### src/rtl/alu_pkg.sv
// Shared opcode and FSM-state definitions for the sequential calculator ALU.
// Latency: n/a (declarations only).
// Backpressure: n/a.
package alu_pkg;

    localparam logic [1:0] OP_ADD = 2'b00;
    localparam logic [1:0] OP_SUB = 2'b01;
    localparam logic [1:0] OP_MUL = 2'b10;
    localparam logic [1:0] OP_REM = 2'b11;

    typedef enum logic [1:0] {
        ST_IDLE   = 2'd0,
        ST_CALC   = 2'd1,
        ST_FINISH = 2'd2
    } state_t;

endpackage

### src/rtl/seq_muldiv_core.sv
// Unsigned W-bit iterative engine: shift-add multiply and restoring divide run side by side.
// Latency: W step cycles after load; outputs are final after the W-th step.
// Backpressure: none; advances only when step is high, load restarts it.
//
// Ports: clk, rst_n (async active-low); load captures mag_a/mag_b; step advances one
// iteration; product = mag_a*mag_b, remainder/quotient = mag_a / mag_b (magnitudes).
module seq_muldiv_core #(
    parameter int W = 8
) (
    input  logic             clk,
    input  logic             rst_n,
    input  logic             load,
    input  logic             step,
    input  logic [W-1:0]     mag_a,
    input  logic [W-1:0]     mag_b,
    output logic [2*W-1:0]   product,
    output logic [W-1:0]     remainder,
    output logic [W-1:0]     quotient
);

    // Multiply: upper half accumulates, lower half holds the not-yet-consumed multiplier bits.
    logic [2*W-1:0] prod_r;
    logic [W-1:0]   mcand_r;
    // Divide: quo_r starts as the dividend and is shifted out MSB-first while quotient bits shift in.
    logic [W-1:0]   dvsr_r;
    logic [W-1:0]   rem_r;
    logic [W-1:0]   quo_r;

    logic [W:0]     add_sum;
    logic [W:0]     shifted;
    logic [W:0]     trial;

    assign add_sum = {1'b0, prod_r[2*W-1:W]} + (prod_r[0] ? {1'b0, mcand_r} : {(W+1){1'b0}});
    assign shifted = {rem_r, quo_r[W-1]};
    // rem_r < dvsr_r holds between steps, so the trial difference always fits in W+1 signed bits.
    assign trial   = shifted - {1'b0, dvsr_r};

    always_ff @(posedge clk or negedge rst_n) begin
        if (!rst_n) begin
            prod_r  <= '0;
            mcand_r <= '0;
            dvsr_r  <= '0;
            rem_r   <= '0;
            quo_r   <= '0;
        end else if (load) begin
            prod_r  <= {{W{1'b0}}, mag_b};
            mcand_r <= mag_a;
            dvsr_r  <= mag_b;
            rem_r   <= '0;
            quo_r   <= mag_a;
        end else if (step) begin
            prod_r <= {add_sum, prod_r[W-1:1]};
            if (!trial[W]) begin
                rem_r <= trial[W-1:0];
                quo_r <= {quo_r[W-2:0], 1'b1};
            end else begin
                rem_r <= shifted[W-1:0];
                quo_r <= {quo_r[W-2:0], 1'b0};
            end
        end
    end

    assign product   = prod_r;
    assign remainder = rem_r;
    assign quotient  = quo_r;

endmodule

### src/rtl/seq_alu.sv
// Sequential signed ALU: add/sub in one pass, mul/rem via an iterative W-step engine.
// Latency: start-to-done 2 cycles for add/sub/divide-by-zero, W+2 cycles for mul/rem.
// Backpressure: start is only sampled in IDLE; a start while busy is dropped, never queued.
//
// Ports: clk, rst_n (async active-low); start/a/b/s request (s: 00 add, 01 sub, 10 mul, 11 rem);
// busy, done pulse, c (2W signed result), zeroflag, signflag, divbyzeroflag.
// Optional macro SEQ_ALU_QUOT_EN adds output q (W+1 bits, signed truncated quotient).
module seq_alu
    import alu_pkg::*;
#(
    parameter int W  = 8,
    parameter int CW = $clog2(W + 1)
) (
    input  logic             clk,
    input  logic             rst_n,
    input  logic             start,
    input  logic [W-1:0]     a,
    input  logic [W-1:0]     b,
    input  logic [1:0]       s,
    output logic             busy,
    output logic             done,
    output logic [2*W-1:0]   c,
    output logic             zeroflag,
    output logic             signflag,
    output logic             divbyzeroflag
`ifdef SEQ_ALU_QUOT_EN
    ,
    output logic [W:0]       q
`endif
);

    state_t          state;
    logic [CW-1:0]   cnt;
    logic [W-1:0]    a_r;
    logic [W-1:0]    b_r;
    logic [1:0]      s_r;

    logic [W-1:0]    mag_a;
    logic [W-1:0]    mag_b;
    logic [2*W-1:0]  product;
    logic [W-1:0]    remainder;
    logic [W-1:0]    quotient;
    logic            accept;

    // |-2^(W-1)| = 2^(W-1) still fits a W-bit unsigned magnitude.
    assign mag_a  = a[W-1] ? (~a + W'(1)) : a;
    assign mag_b  = b[W-1] ? (~b + W'(1)) : b;
    assign accept = (state == ST_IDLE) && start;

    seq_muldiv_core #(.W(W)) u_core (
        .clk       (clk),
        .rst_n     (rst_n),
        .load      (accept),
        .step      (state == ST_CALC),
        .mag_a     (mag_a),
        .mag_b     (mag_b),
        .product   (product),
        .remainder (remainder),
        .quotient  (quotient)
    );

    // Result assembly from latched operands and engine magnitudes.
    logic [W:0]      a_x;
    logic [W:0]      b_x;
    logic [W:0]      addsub;
    logic [2*W-1:0]  rem_ext;
    logic [2*W-1:0]  res;
    logic            res_dz;

    assign a_x     = {a_r[W-1], a_r};
    assign b_x     = {b_r[W-1], b_r};
    assign addsub  = (s_r == OP_SUB) ? (a_x - b_x) : (a_x + b_x);
    assign rem_ext = {{W{1'b0}}, remainder};

    always_comb begin
        res    = '0;
        res_dz = 1'b0;
        case (s_r)
            OP_ADD, OP_SUB: res = {{(W-1){addsub[W]}}, addsub};
            OP_MUL:         res = (a_r[W-1] ^ b_r[W-1]) ? (~product + (2*W)'(1)) : product;
            default: begin
                if (b_r == '0) begin
                    res_dz = 1'b1;
                end else begin
                    // Truncating division: remainder follows the dividend sign only.
                    res = a_r[W-1] ? (~rem_ext + (2*W)'(1)) : rem_ext;
                end
            end
        endcase
    end

`ifdef SEQ_ALU_QUOT_EN
    logic [W:0] quo_ext;
    logic [W:0] quo_res;

    assign quo_ext = {1'b0, quotient};

    always_comb begin
        quo_res = '0;
        if (s_r == OP_REM && b_r != '0) begin
            quo_res = (a_r[W-1] ^ b_r[W-1]) ? (~quo_ext + (W+1)'(1)) : quo_ext;
        end
    end
`else
    logic unused_quotient;
    assign unused_quotient = ^quotient;
`endif

    always_ff @(posedge clk or negedge rst_n) begin
        if (!rst_n) begin
            state         <= ST_IDLE;
            cnt           <= '0;
            a_r           <= '0;
            b_r           <= '0;
            s_r           <= OP_ADD;
            busy          <= 1'b0;
            done          <= 1'b0;
            c             <= '0;
            zeroflag      <= 1'b0;
            signflag      <= 1'b0;
            divbyzeroflag <= 1'b0;
`ifdef SEQ_ALU_QUOT_EN
            q             <= '0;
`endif
        end else begin
            done <= 1'b0;
            case (state)
                ST_IDLE: begin
                    if (start) begin
                        a_r  <= a;
                        b_r  <= b;
                        s_r  <= s;
                        cnt  <= '0;
                        busy <= 1'b1;
                        // Only real mul/rem need engine iterations; rem by zero short-circuits.
                        if (s == OP_MUL || (s == OP_REM && b != '0)) begin
                            state <= ST_CALC;
                        end else begin
                            state <= ST_FINISH;
                        end
                    end
                end
                ST_CALC: begin
                    cnt <= cnt + CW'(1);
                    if (cnt == CW'(W - 1)) begin
                        state <= ST_FINISH;
                    end
                end
                ST_FINISH: begin
                    c             <= res;
                    zeroflag      <= (res == '0);
                    signflag      <= res[2*W-1];
                    divbyzeroflag <= res_dz;
`ifdef SEQ_ALU_QUOT_EN
                    q             <= quo_res;
`endif
                    done          <= 1'b1;
                    busy          <= 1'b0;
                    state         <= ST_IDLE;
                end
                default: state <= ST_IDLE;
            endcase
        end
    end

endmodule

### config.mk
export PLATFORM = sky130hd
export DESIGN_NAME = seq_alu
export DESIGN_NICKNAME = d
export VERILOG_FILES = /design/src/rtl/alu_pkg.sv /design/src/rtl/seq_muldiv_core.sv /design/src/rtl/seq_alu.sv
export SDC_FILE = /design/constraint.sdc
export NUM_CORES = 1
export LEC_CHECK = 0
export ABC_AREA = 1
export ABC_CLOCK_PERIOD_IN_PS = 2900
export CORE_AREA = 4 4 125 127
export DETAILED_ROUTE_END_ITERATION = 8
export DIE_AREA = 0 0 129 131
export GPL_TIMING_DRIVEN = 0
export HOLD_SLACK_MARGIN = 0.03
export SYNTH_ARGS = -nofsm -noshare
export SYNTH_HDL_FRONTEND = slang
export SYNTH_HIERARCHICAL = 1
export SYNTH_SLANG_ARGS = --single-unit
### constraint.sdc
create_clock -name clk -period 2.9 [get_ports clk]
set_clock_uncertainty 0.05 [all_clocks]
set_input_delay 0.58 -clock clk [delete_from_list [all_inputs] [get_ports clk]]
set_output_delay 0.58 -clock clk [all_outputs]
set_load 0.05 [all_outputs]
==> results of run 1 <==
[what timing repair did]
item | in CTS | in global routing
gates resized for setup | 0 | 20
hold endpoints to repair | 0 | 0
setup endpoints to repair | 0 | 9
buffers inserted | 0 | 7
[layout make-up]
class	count	area, µm²	area share
Multi-Input combinational cell	633	3460	0.463
Sequential cell	92	2310	0.309
Inverter	150	567	0.0758
Timing Repair Buffer	49	488	0.0653
Clock buffer	10	239	0.0320
Tap cell	184	230	0.0308
Buffer	20	128	0.0171
Clock inverter	5	57.6	0.00770
[synth_stat cells, types with 5 or more instances]
cell type,instances
o21ai_0,52
a21oi_1,18
nand4_1,12
nand3b_1,7
nand2_4,5
nor3_1,7
nand2_1,272
ha_1,31
nand3_1,83
clkbuf_1,8
inv_1,144
nand2_2,8
dfrtp_1,92
o221ai_1,13
nor2_1,58
xor2_1,20
buf_6,5
[per-layer routing]
| layer | global-route usage | wire, µm | up-vias | part of all wire |
|---|---|---|---|---|
| met2 | 0.316 | 7160 | 124 | 0.44 |
| met5 | 0 | 0 | - | 0 |
| met4 | 0.0784 | 418 | 0 | 0.026 |
| li1 | - | - | 2983 | - |
| met3 | 0.0244 | 635 | 24 | 0.039 |
| met1 | 0.291 | 8100 | 2646 | 0.50 |
[critical path: stages, from the launching register on]
cell and delay (ns):
dfrtp_1 0.43, inv_1 0.07, ha_1 0.22, nor2_1 0.13, xnor2_1 0.16, ha_1 0.31, buf_4 0.16, o21ai_0 0.30
nand2_1 0.13, inv_1 0.10, nand3_1 0.07, nor2_1 0.09, nand4_1 0.15, nor3_2 0.13, nand2_1 0.07, nand2_1 0.05
[cell families (layout without fill, tap and decap cells)]
kind of cell | count (synthesis) | count (layout) | synth area share
AOI/OAI and AO/OA | 106 | 106 | 0.101
xor gates and xnor gates | 23 | 23 | 0.0315
adders and majority gates | 34 | 34 | 0.0700
buffers and inverters | 170 | 234 | 0.108
DFF | 92 | 92 | 0.360
and+or+nand+nor | 470 | 470 | 0.329
[path summary, 6_finish.rpt]
path,endpoint,depth (start not counted)
worst max-delay path,zeroflag,15
worst min register to register,busy,2
worst max register to register,zeroflag,15
min in group clk,busy,2
max in group asynchronous,u_core/product[9],2
worst min-delay path,u_core/remainder[3],1
[state kept, by name, indices dropped and copies added (netlist names), 8 cells and up]
register / flops
b_r: 8
a_r: 8
c: 16
u_core/product: 16
u_core/mcand_r: 8
u_core/quotient: 8
u_core/dvsr_r: 8
u_core/remainder: 8
[through the flow]
stage                util  area (µm²)  cells
global route        0.518        7470   1143
CTS                 0.510        7360   1136
global placement    0.488        7040   1120
floorplan               -        6400    895
finish              0.518        7470   1143
detailed placement  0.490        7070   1121
==> summary.md, run 1 <==
| Metric | Value |
|---|---|
| Outcome | `completed` |
| WS Path Type | `flop to flop` |
| Row cnt | `44` |
| Worst slack, placed | `0.0277 ns` |
| Endpoints failing hold | `0` |
| Vias | `between 5k and 6k` |
| Slew HR | `0.584` |
| Final setup violation count | `0` |
| Reg clk slew, reported paths | `0.07 ns` |
| CORE AREA | `14400 µm²` |
| First-pass GRT wire length | `~27000 µm` |
| Critical path startpoint category | `flop` |
| Commonest non-fill, non-tap cell in the layout | `nand2_1` |
| CP Max Fanout | `4` |
| Fmax | `0.373 GHz` |
| Yosys warning count | `6` |
| Final Worst Setup Slack | `between 0.2 and 0.25 ns` |
| Synth area leader | `dfrtp_1` |
| CTS tree | `done` |
| CP Launch Point | `b_r[0]` |
| Final Cycle Share | `0.925` |
| RSZ-0062 raised after global routing | `false` |
| # diodes | `0` |
| Clock root buffer | `clkbuf_16` |
| Most frequent cells in the layout | `nand2_1 (270), inv_1 (144), dfrtp_1 (89)` |
| Number of flops mapped to enable cells by yosys | `0` |
| DRC Markers | `0` |
| Worst path required time | `3.15 ns` |
| Drt wl/cell | `14.3 µm` |
| Final slew viol count | `0` |
| CTS Buf Count | `9` |
| Flops & latches, synth | `92` |
| Total gr overflow | `0` |
| Clk sinks | `92` |
| Number of detailed-route iterations in the first pass | `6` |
| Syn nets | `950` |
| R2R setup slack | `0.22 ns` |
| Fillers | `1481` |
| Reg2Reg Launch Point | `b_r[0]` |
| Top cell type's share of synthesized area | `0.360` |
| DRT antenna net count | `0` |
| Die X | `129 µm` |
| Clk_lat worst skew | `0.35 ns` |
| Primary FF master, synth | `dfrtp_1` |
| Fraction of the yosys area taken by sequential cells | `0.360` |
| Io pins | `42` |
| Post-layout min period | `2.68 ns` |
| Crit path DAT | `2.93 ns` |
| GRT Total Usage | `0.204` |
| Synth unique cells | `46` |
| Share of cells above drive strength 1 | `0.0918` |
| CTS Hold Bufs | `0` |
| Max-cap violation count | `0` |
| Worst hold path class | `primary input to asynchronous set/reset pin` |
| CTS max path bufs | `2` |
| Initial antenna violation count | `0` |
| Initial core utilization | `0.444` |
| Vias in the first global route | `5365` |
| CTS H-Tree Depth | `3` |
| Area Growth Syn to Fin | `16.8%` |
| DR vias/cell | `a little over 5` |
| Die ar. | `16900 µm²` |
| Die Ht | `131 µm` |
| Final nets | `1010` |
| Crit end category | `flop` |
| Ys async rst share | `1.00` |
| Synthesized instance count | `895` |
| Gpl congestion | `approximately 0.89` |
| Initial DRC count | `350` |
| Synth top area cells | `dfrtp_1 (36%), nand2_1 (16%), inv_1 (8.4%), nand3_1 (6.5%), ha_1 (6.1%)` |
| Routed wire length | `roughly 16000 µm` |
| Largest net degree at the start of global routing | `66` |
| Fin Setup TNS | `0 ns` |
| DP Wirelength | `12900 µm` |
| Slew @ Worst Pin | `roughly 0.62 ns` |
| Final hold slack | `0.0906 ns` |
| Mean Syn Cell Area | `7.15 µm²` |
| PortBufs | `between 40 and 50` |
| Cell area after synthesis | `about 6400 µm²` |
Power of run 1 is not shown: default switching activity piles up to over one toggle a cycle in this logic, so the estimate is an artifact.
==> inputs of run 2 (changes only) <==
--- a/config.mk
+++ b/config.mk
@@ -7,9 +7,9 @@
 export LEC_CHECK = 0
 export ABC_AREA = 1
 export ABC_CLOCK_PERIOD_IN_PS = 2900
-export CORE_AREA = 4 4 125 127
+export CORE_AREA = 2 2 123 125
 export DETAILED_ROUTE_END_ITERATION = 8
-export DIE_AREA = 0 0 129 131
+export DIE_AREA = 0 0 125 127
 export GPL_TIMING_DRIVEN = 0
 export HOLD_SLACK_MARGIN = 0.03
 export SYNTH_ARGS = -nofsm -noshare
==> run 2 against run 1 <==
Net effect:
- worst hold slack lost 0.010 ns
- first-iteration DRC count shrank 3.4%
- global-route usage up 1.4 points
- flip-flop and latch count unchanged
- non-clock buffer count decreased by 4
- critical endpoint unchanged
- sequential share of layout area rose by 0.32 points
- worst setup slack worse by 0.020 ns
- cell count shrank 0.35%
- count of clock-buffer cells in the layout is 1 higher
- final area down 1.0%
- core utilization down 0.54 points
- critical path type unchanged
- critical path depth increased by 3
==> summary.md, run 2 (synthesis results as in run 1) <==
| Metric | Value |
|---|---|
| Outcome | `completed` |
| CTS Buf Count | `9 (unchanged)` |
| CORE AREA | `14400 µm² (unchanged)` |
| Final Worst Setup Slack | `0.197 ns (-0.0199 ns)` |
| Endpoints failing hold | `0 (unchanged)` |
| Crit path DAT | `2.95 ns (+0.02 ns)` |
| Die ar. | `15900 µm² (-6.1%)` |
| Gpl congestion | `0.939 (+5.8%)` |
| Max-cap violation count | `0 (unchanged)` |
| Io pins | `42 (unchanged)` |
| CTS Hold Bufs | `0 (unchanged)` |
| First-pass GRT wire length | `27800 µm (+2.7%)` |
| Finished Core Util | `0.513 (-0.00538)` |
| Die X | `125 µm (-3.1%)` |
| DR vias/cell | `5.04 (-0.20%)` |
| Die Ht | `127 µm (-3.1%)` |
| Initial antenna violation count | `0 (unchanged)` |
| Most frequent cells in the layout | `nand2_1 (271), inv_1 (144), dfrtp_1 (89)` |
| Reg clk slew, reported paths | `0.07 ns (about the same)` |
| CTS tree | `done` |
| Clk sinks | `92 (unchanged)` |
| Clk_lat worst skew | `0.35 ns (about the same)` |
| CTS H-Tree Depth | `3 (unchanged)` |
| Initial core utilization | `0.444 (unchanged)` |
| CP Max Fanout | `10 (+6)` |
| Commonest non-fill, non-tap cell in the layout | `nand2_1` |
| Number of detailed-route iterations in the first pass | `4 (-2)` |
| Slew HR | `0.583 (about the same)` |
| Reg2Reg Launch Point | `s_r[0]` |
| RSZ-0062 raised after global routing | `false` |
| Slew @ Worst Pin | `0.625 ns (+0.00268 ns)` |
| Worst hold path class | `primary input to asynchronous set/reset pin` |
| Row cnt | `44 (unchanged)` |
| Final nets | `1006 (-0.40%)` |
| Fmax | `0.370 GHz (-0.73%)` |
| Initial DRC count | `338 (-3.4%)` |
| Drt wl/cell | `14.4 µm (+0.67%)` |
| Area Growth Syn to Fin | `15.5%` |
| Vias | `5745 (-0.55%)` |
| Clock root buffer | `clkbuf_16` |
| Largest net degree at the start of global routing | `68 (+3.0%)` |
| DP Wirelength | `12900 µm (-0.34%)` |
| Final slew viol count | `0 (unchanged)` |
| Share of cells above drive strength 1 | `0.0806 (-0.0111)` |
| DRC Markers | `0 (unchanged)` |
| PortBufs | `41 (unchanged)` |
| # diodes | `0 (unchanged)` |
| R2r endpoint | `zeroflag` |
| R2R setup slack | `0.20 ns (-0.02 ns)` |
| R2R depth | `18 (+3)` |
| Final Cycle Share | `0.932 (+0.00685)` |
| Worst path required time | `3.15 ns (about the same)` |
| Vias in the first global route | `5491 (+2.3%)` |
| Routed wire length | `16400 µm (+0.32%)` |
| WS Path Type | `flop to flop` |
| GRT Total Usage | `0.218 (+0.0141)` |
| Crit end category | `flop` |
| Worst slack, placed | `0.0761 ns (+0.0484 ns)` |
| CTS max path bufs | `2 (unchanged)` |
| Post-layout min period | `2.70 ns (+0.0199 ns)` |
| DRT antenna net count | `0 (unchanged)` |
| Critical path startpoint category | `flop` |
| Total gr overflow | `0 (unchanged)` |
| Final setup violation count | `0 (unchanged)` |
[run 2: area by class of cell]
cell class	count	area (µm²)
Inverter	150	567
Sequential cell	92	2310
Clock buffer	11	233
Tap cell	184	230
Multi-Input combinational cell	633	3450
Buffer	20	128
Fill cell	1488	7030
Timing Repair Buffer	45	458
Clock inverter	4	27.5
[run 2: worst max-delay path by stage]
stage	slack, ns	from	cells past startpoint	endpoint
after global routing	0.003	b_r[1]	20	zeroflag
after global placement	-2.36	rst_n	1	u_core/mcand_r[5]
final	0.20	s_r[0]	18	zeroflag
after CTS	0.06	b_r[2]	17	zeroflag
after floorplan	0.45	b_r[2]	15	zeroflag
after detailed placement	0.08	b_r[2]	17	zeroflag
[run 2: metal layers]
metal / vias up / share of wire / GRT usage
li1: 2971 / - / -
met1: 2644 / 0.50 / 0.310
met2: 108 / 0.45 / 0.346
met3: 22 / 0.033 / 0.0293
met4: 0 / 0.019 / 0.0693
met5: - / 0 / 0
[run 2: worst max-delay path, stage by stage (launching register included)]
cell	delay, ns
dfrtp_2	0.44
inv_2	0.07
nor2_4	0.18
inv_1	0.10
o21ai_1	0.10
xor2_1	0.20
ha_1	0.30
a21oi_2	0.16
o21ai_0	0.09
a21oi_1	0.18
nand3_1	0.12
nand3_2	0.13
buf_6	0.16
nand3_2	0.06
inv_1	0.05
nand2_1	0.04
nor2_1	0.10
nand2_1	0.07
nand2_1	0.05
[run 2: timing repair]
action,in CTS,in global routing
setup buffers,0,3
endpoints found under the setup margin,0,8
gates resized for setup,0,14
[run 2: stage by stage]
stage	hold WS [ns]	cell area [µm²]	std cells	TNS (ns)
finish	0.0802	7400	1139	0
CTS	0.0936	7330	1136	0
detailed placement	0.415	7070	1121	0
floorplan	0.234	6400	895	0
global route	0.111	7400	1139	0
global placement	0.406	7040	1120	-216.29
Power of run 2 is left out for the same reason.
